[src/rtl/ets_pkg.sv]
// Shared definitions for the ETS count readout path: channel count, word
// width, header magic and the readout FSM state encoding.
package ets_pkg;

    localparam int          NUM_CH    = 8;
    localparam int          DATA_W    = 32;
    localparam logic [15:0] HDR_MAGIC = 16'hA55A;

    // HDR is only reachable when the header word is compiled in.
    typedef enum logic [1:0] {
        IDLE = 2'd0,
        HDR  = 2'd1,
        SEND = 2'd2
    } state_t;

endpackage

[src/rtl/ets_count_reader.sv]
// ets_count_reader: snapshots the eight per-bit sample counters in one
// cycle, clears the counter bank on the same edge, then streams the
// snapshot out one word per handshake, channel 7 first, channel 0 last.
//
// Optional feature macro: ETS_READER_HEADER_EN. When defined, every frame
// starts with a header word {HDR_MAGIC, frame_cnt[15:0]}, where frame_cnt
// counts completed frames since reset and wraps at 16 bits.
//
// Stream handshake: a word transfers on a rising clk edge where
// m_valid && m_ready. Once m_valid is high, m_data/m_last/m_valid hold
// until that transfer; m_valid never depends combinationally on m_ready.
module ets_count_reader
    import ets_pkg::*;
(
    input  logic              clk,
    input  logic              reset,
    input  logic              start,
    input  logic [DATA_W-1:0] cnt_in_7,
    input  logic [DATA_W-1:0] cnt_in_6,
    input  logic [DATA_W-1:0] cnt_in_5,
    input  logic [DATA_W-1:0] cnt_in_4,
    input  logic [DATA_W-1:0] cnt_in_3,
    input  logic [DATA_W-1:0] cnt_in_2,
    input  logic [DATA_W-1:0] cnt_in_1,
    input  logic [DATA_W-1:0] cnt_in_0,
    output logic              clr_out,
    output logic [DATA_W-1:0] m_data,
    output logic              m_valid,
    input  logic              m_ready,
    output logic              m_last,
    output logic              busy,
    output logic              done,
    output state_t            fsm_state
);

    state_t            state;
    logic [2:0]        index;
    logic [DATA_W-1:0] live     [NUM_CH];
    logic [DATA_W-1:0] snapshot [NUM_CH];
    logic              accept;
    logic              xfer;

`ifdef ETS_READER_HEADER_EN
    logic [15:0]       frame_cnt;
`endif

    assign live[7] = cnt_in_7;
    assign live[6] = cnt_in_6;
    assign live[5] = cnt_in_5;
    assign live[4] = cnt_in_4;
    assign live[3] = cnt_in_3;
    assign live[2] = cnt_in_2;
    assign live[1] = cnt_in_1;
    assign live[0] = cnt_in_0;

    // A start only counts in IDLE; the clear goes out in that same cycle so
    // the bank restarts on the capture edge.
    assign accept    = (state == IDLE) && start;
    assign clr_out   = accept;
    assign xfer      = m_valid && m_ready;

    assign m_valid   = (state != IDLE);
    assign busy      = (state != IDLE);
    assign m_last    = (state == SEND) && (index == 3'd0);
    assign fsm_state = state;

    // Output word select from registered state; idle bus reads zero.
    always_comb begin
        m_data = '0;
        case (state)
`ifdef ETS_READER_HEADER_EN
            HDR:     m_data = DATA_W'({HDR_MAGIC, frame_cnt});
`endif
            SEND:    m_data = snapshot[index];
            default: m_data = '0;
        endcase
    end

    // Capture all counters on the accepted start; held for the whole frame.
    always_ff @(posedge clk or posedge reset) begin
        if (reset) begin
            for (int i = 0; i < NUM_CH; i++) snapshot[i] <= '0;
        end else if (accept) begin
            for (int i = 0; i < NUM_CH; i++) snapshot[i] <= live[i];
        end
    end

    // Readout FSM: word index, done pulse and (optionally) frame counter.
    always_ff @(posedge clk or posedge reset) begin
        if (reset) begin
            state <= IDLE;
            index <= 3'd7;
            done  <= 1'b0;
`ifdef ETS_READER_HEADER_EN
            frame_cnt <= 16'd0;
`endif
        end else begin
            done <= 1'b0;
            case (state)
                IDLE: begin
                    if (accept) begin
                        index <= 3'd7;
`ifdef ETS_READER_HEADER_EN
                        state <= HDR;
`else
                        state <= SEND;
`endif
                    end
                end
                HDR: begin
                    if (xfer) state <= SEND;
                end
                SEND: begin
                    if (xfer) begin
                        if (index == 3'd0) begin
                            state <= IDLE;
                            index <= 3'd7;
                            done  <= 1'b1;
`ifdef ETS_READER_HEADER_EN
                            frame_cnt <= frame_cnt + 16'd1;
`endif
                        end else begin
                            index <= index - 3'd1;
                        end
                    end
                end
                default: state <= IDLE;
            endcase
        end
    end

endmodule
[config.mk]
export PLATFORM = sky130hd
export DESIGN_NAME = ets_count_reader
export DESIGN_NICKNAME = d
export VERILOG_FILES = /design/src/rtl/ets_pkg.sv /design/src/rtl/ets_count_reader.sv
export SDC_FILE = /design/constraint.sdc
export NUM_CORES = 1
export LEC_CHECK = 0
export CORE_ASPECT_RATIO = 1.5
export CORE_MARGIN = 2
export CORE_UTILIZATION = 54
export CTS_CLUSTER_SIZE = 40
export DETAILED_ROUTE_END_ITERATION = 6
export GPL_TIMING_DRIVEN = 0
export HOLD_SLACK_MARGIN = 0.02
export PLACE_DENSITY = 0.86
export SETUP_SLACK_MARGIN = 0.3
export SYNTH_ARGS = -nofsm -noshare
export SYNTH_HDL_FRONTEND = slang
export SYNTH_SLANG_ARGS = --single-unit
[constraint.sdc]
create_clock -name clk -period 22 [get_ports clk]
set_input_delay 6.6 -clock clk [delete_from_list [all_inputs] [get_ports clk]]
set_output_delay 6.6 -clock clk [all_outputs]
set_load 0.02 [all_outputs]
==> impl_results.md <==
* Status: completed
* WP data arrival at about 8.5 ns
* CORE AREA at 0.0217 mm^2
* Dpl cells at ~1300
* Count of different cell masters after synthesis at 24
* Vias/cell at 5.66
* Clock Latency Late Sink at 0.53 ns
* Detail Route Antenna Nets at 0
* I/O pin total at approximately 300
* Number of port buffers at 297
* Cells on worst reg2reg path at 7
* Yosys Warn Count at 0
* DP Worst Slack at 6.92 ns
* Mapped Area at about 0.012 mm^2
* Cell Rows at 66
* Largest net degree at the start of global routing at between 90 and 100
* Top FF cell, synth: dfrtp_1
* First-pass GRT wire length at 49900 um
* CTS Sinks at about 260
* Critical path startpoint: start
* Worst R2R Setup Slack at a little under 20 ns
* Die height at between 150 and 200 um
* Hold violation total from the final report at 0
* RSZ-0062 raised after global routing: false
* Clock Path Buffers at 3
* Worst-path maximum fanout at 10
* Detailed-route DRC error count at 0
* Htree depth at 1
* Hold Crit Depth at 1
* Worst-path cell chain: clkdlybuf4s50_1 > nor2b_1 > buf_2 > buf_4 > buf_4 > clkdlybuf4s50_1
* Synth area leaders: dfrtp_1 (54%), mux2_2 (24%), mux4_2 (12%)
* Non-filler instance count after layout at roughly 1400
* Max-slew violations at 0
* Final nets at around 1300
* Post-route minimum period at between 15 and 20 ns
* First drt pass iteration count at 5
* Avg Cell Area, Syn at around 16 um^2
* CP Launch Type: input port
* Post-synth top area share at 0.539
* Most frequent cells after synthesis: dfrtp_1 (258), mux2_2 (257), nand2_1 (67)
* Antenna violations before repair at 5
* GRT overflow at 0
* Resized cells post-CTS at 0
* Initial DRC count at 350
* Slew headroom at 0.617
* FF+latch count, synth at roughly 260
* Setup TNS at 0 ns
* Least-Margin Pin Slew at roughly 0.58 ns
* Setup-failing EPs final at 0
* DR WL/cell at 23.4 um
* Worst Setup EP: clr_out
* Num CTS Buffers at 26
* Root buf cell: clkbuf_16
* Worst r2r src: index[0]
* Area leader, netlist: dfrtp_1
* Die area at around 0.023 mm^2
* Slowest Stage Delay on Critical Path at around 0.63 ns
* Worst Setup Path Type: in2out
* Sequential area share after synthesis at 0.546
* Area delta synth->final at 35.8%
* Reg clk slew, reported paths at about 0.060 ns
* Period utilisation layout at 0.685
* Pwr per Cell Area at approximately 140 mW/mm^2
* Dominant cell by count in the synthesized netlist: dfrtp_1
* Asr flop ratio synth at 1.00
* VDD IR max at about 0.10 mV
* Post-Syn Instances at roughly 760
* CTS tree: built
* Total power draw at roughly 2.3 mW
* DP Wirelength at between 20000 and 25000 um
* Worst min-delay path class: reg2reg
* Max-cap violation count at 0
* Vias in the first global route at around 8900
* Post-CTS Setup Bufs at 0
* Max frequency at approximately 66 MHz
* RD Place Congestion at between 0.8 and 0.9
* CP endpoint kind: output pin
* Crit path required time at between 15 and 20 ns
* Starting Density at 0.551
* Hold-fix buffers, CTS at 0
* Mapped Nets at ~1000
* Fillcell total at about 1400
* Worst Skew at 0.00842 ns
* Number of synthesized flops with an enable pin at 0
* Detailed-route wire length at approximately 32000 um
* Die Wd at around 130 um
* Final WS setup at approximately 6.9 ns
* Layout cell share with drive strength beyond 1 at 0.381
* Total GRT Usage at 0.280
* Worst reg2reg endpoint: index[2]
* Leakage at ~6.9 nW
* Crit-path slowest cell: clkdlybuf4s50_1
* DR vias at roughly 7800
==> layer usage <==
layer,share of wire,global-route usage,up-vias,routed length (um)
met5,0,0,-,0
met4,0.053,0.139,0,1710
met3,0.064,0.0571,85,2060
met2,0.53,0.493,292,17100
met1,0.35,0.322,4017,11500
li1,-,-,3423,-
==> report_power, final <==
part	internal (mW)	switching [mW]	leakage, nW	total (mW)
Sequential	0.717	0.123	3.17	0.840
Clock	0.272	0.188	0.435	0.460
Combinational	0.579	0.435	3.24	1.01
==> state kept, by name, summed over array words and instances, names as in the netlist <==
register and count:
done 1, fsm_state 1, index 3, snapshot 256
==> stage by stage <==
stage	hold WS, ns	area [um^2]	util
after detailed placement	0.491	15300	0.707
final	0.500	16300	0.749
after global placement	0.483	15300	0.704
after CTS	0.504	16200	0.748
after global routing	0.516	16300	0.749
after floorplan	0.475	12000	-
==> critical path: cells and delay by family <==
| kind | cells | cell delay (ns) |
|---|---|---|
| buf+inv | 5 | 1.74 |
| simple gates | 1 | 0.12 |
==> cells by family after synthesis <==
kind of cell	share of synthesized area
buffers and inverters	0.0425
AOI/OAI and AO/OA	0.0225
adders and majority gates	0.00209
DFF	0.546
and+or+nand+nor	0.0244
other	0.000313
muxes	0.362
==> cell usage in the layout, fill, tap and decap left out, types with 3 or more instances in the layout <==
cell / synthesis / layout
clkdlybuf4s50_1: 0 / 297
dfrtp_1: 258 / 258
mux2_2: 257 / 257
nand2_1: 67 / 67
mux4_2: 64 / 64
a21boi_1: 28 / 28
clkbuf_16: 0 / 27
buf_6: 25 / 25
buf_4: 16 / 16
clkbuf_1: 7 / 11
buf_2: 7 / 7
clkbuf_8: 0 / 7
diode_2: 0 / 5
a21boi_0: 4 / 4
nor2_1: 4 / 4
clkinvlp_4: 0 / 3
clkinv_2: 0 / 3
dfstp_2: 3 / 3
==> area by class of cell <==
cell class	instances	area [um^2]	share of cell area
clock inverters	9	114	0.00700
well taps	272	340	0.0209
multi-input cells	436	4920	0.303
inverters	3	18.8	0.00115
diodes	5	12.5	0.000770
flip-flops and latches	261	6540	0.402
plain buffers	57	498	0.0306
repair buffers	299	3030	0.186
clock buffers	38	787	0.0484
==> worst min-delay path by stage <==
stage | startpoint | endpoint | slack (ns)
after floorplan | snapshot[100] | snapshot[100] | 0.48
after global placement | snapshot[4] | snapshot[4] | 0.48
after detailed placement | snapshot[44] | snapshot[44] | 0.49
after CTS | snapshot[88] | snapshot[88] | 0.50
after global routing | snapshot[44] | snapshot[44] | 0.52
final | snapshot[25] | snapshot[25] | 0.50
No activity file was read; power rests on OpenSTA's default activity.
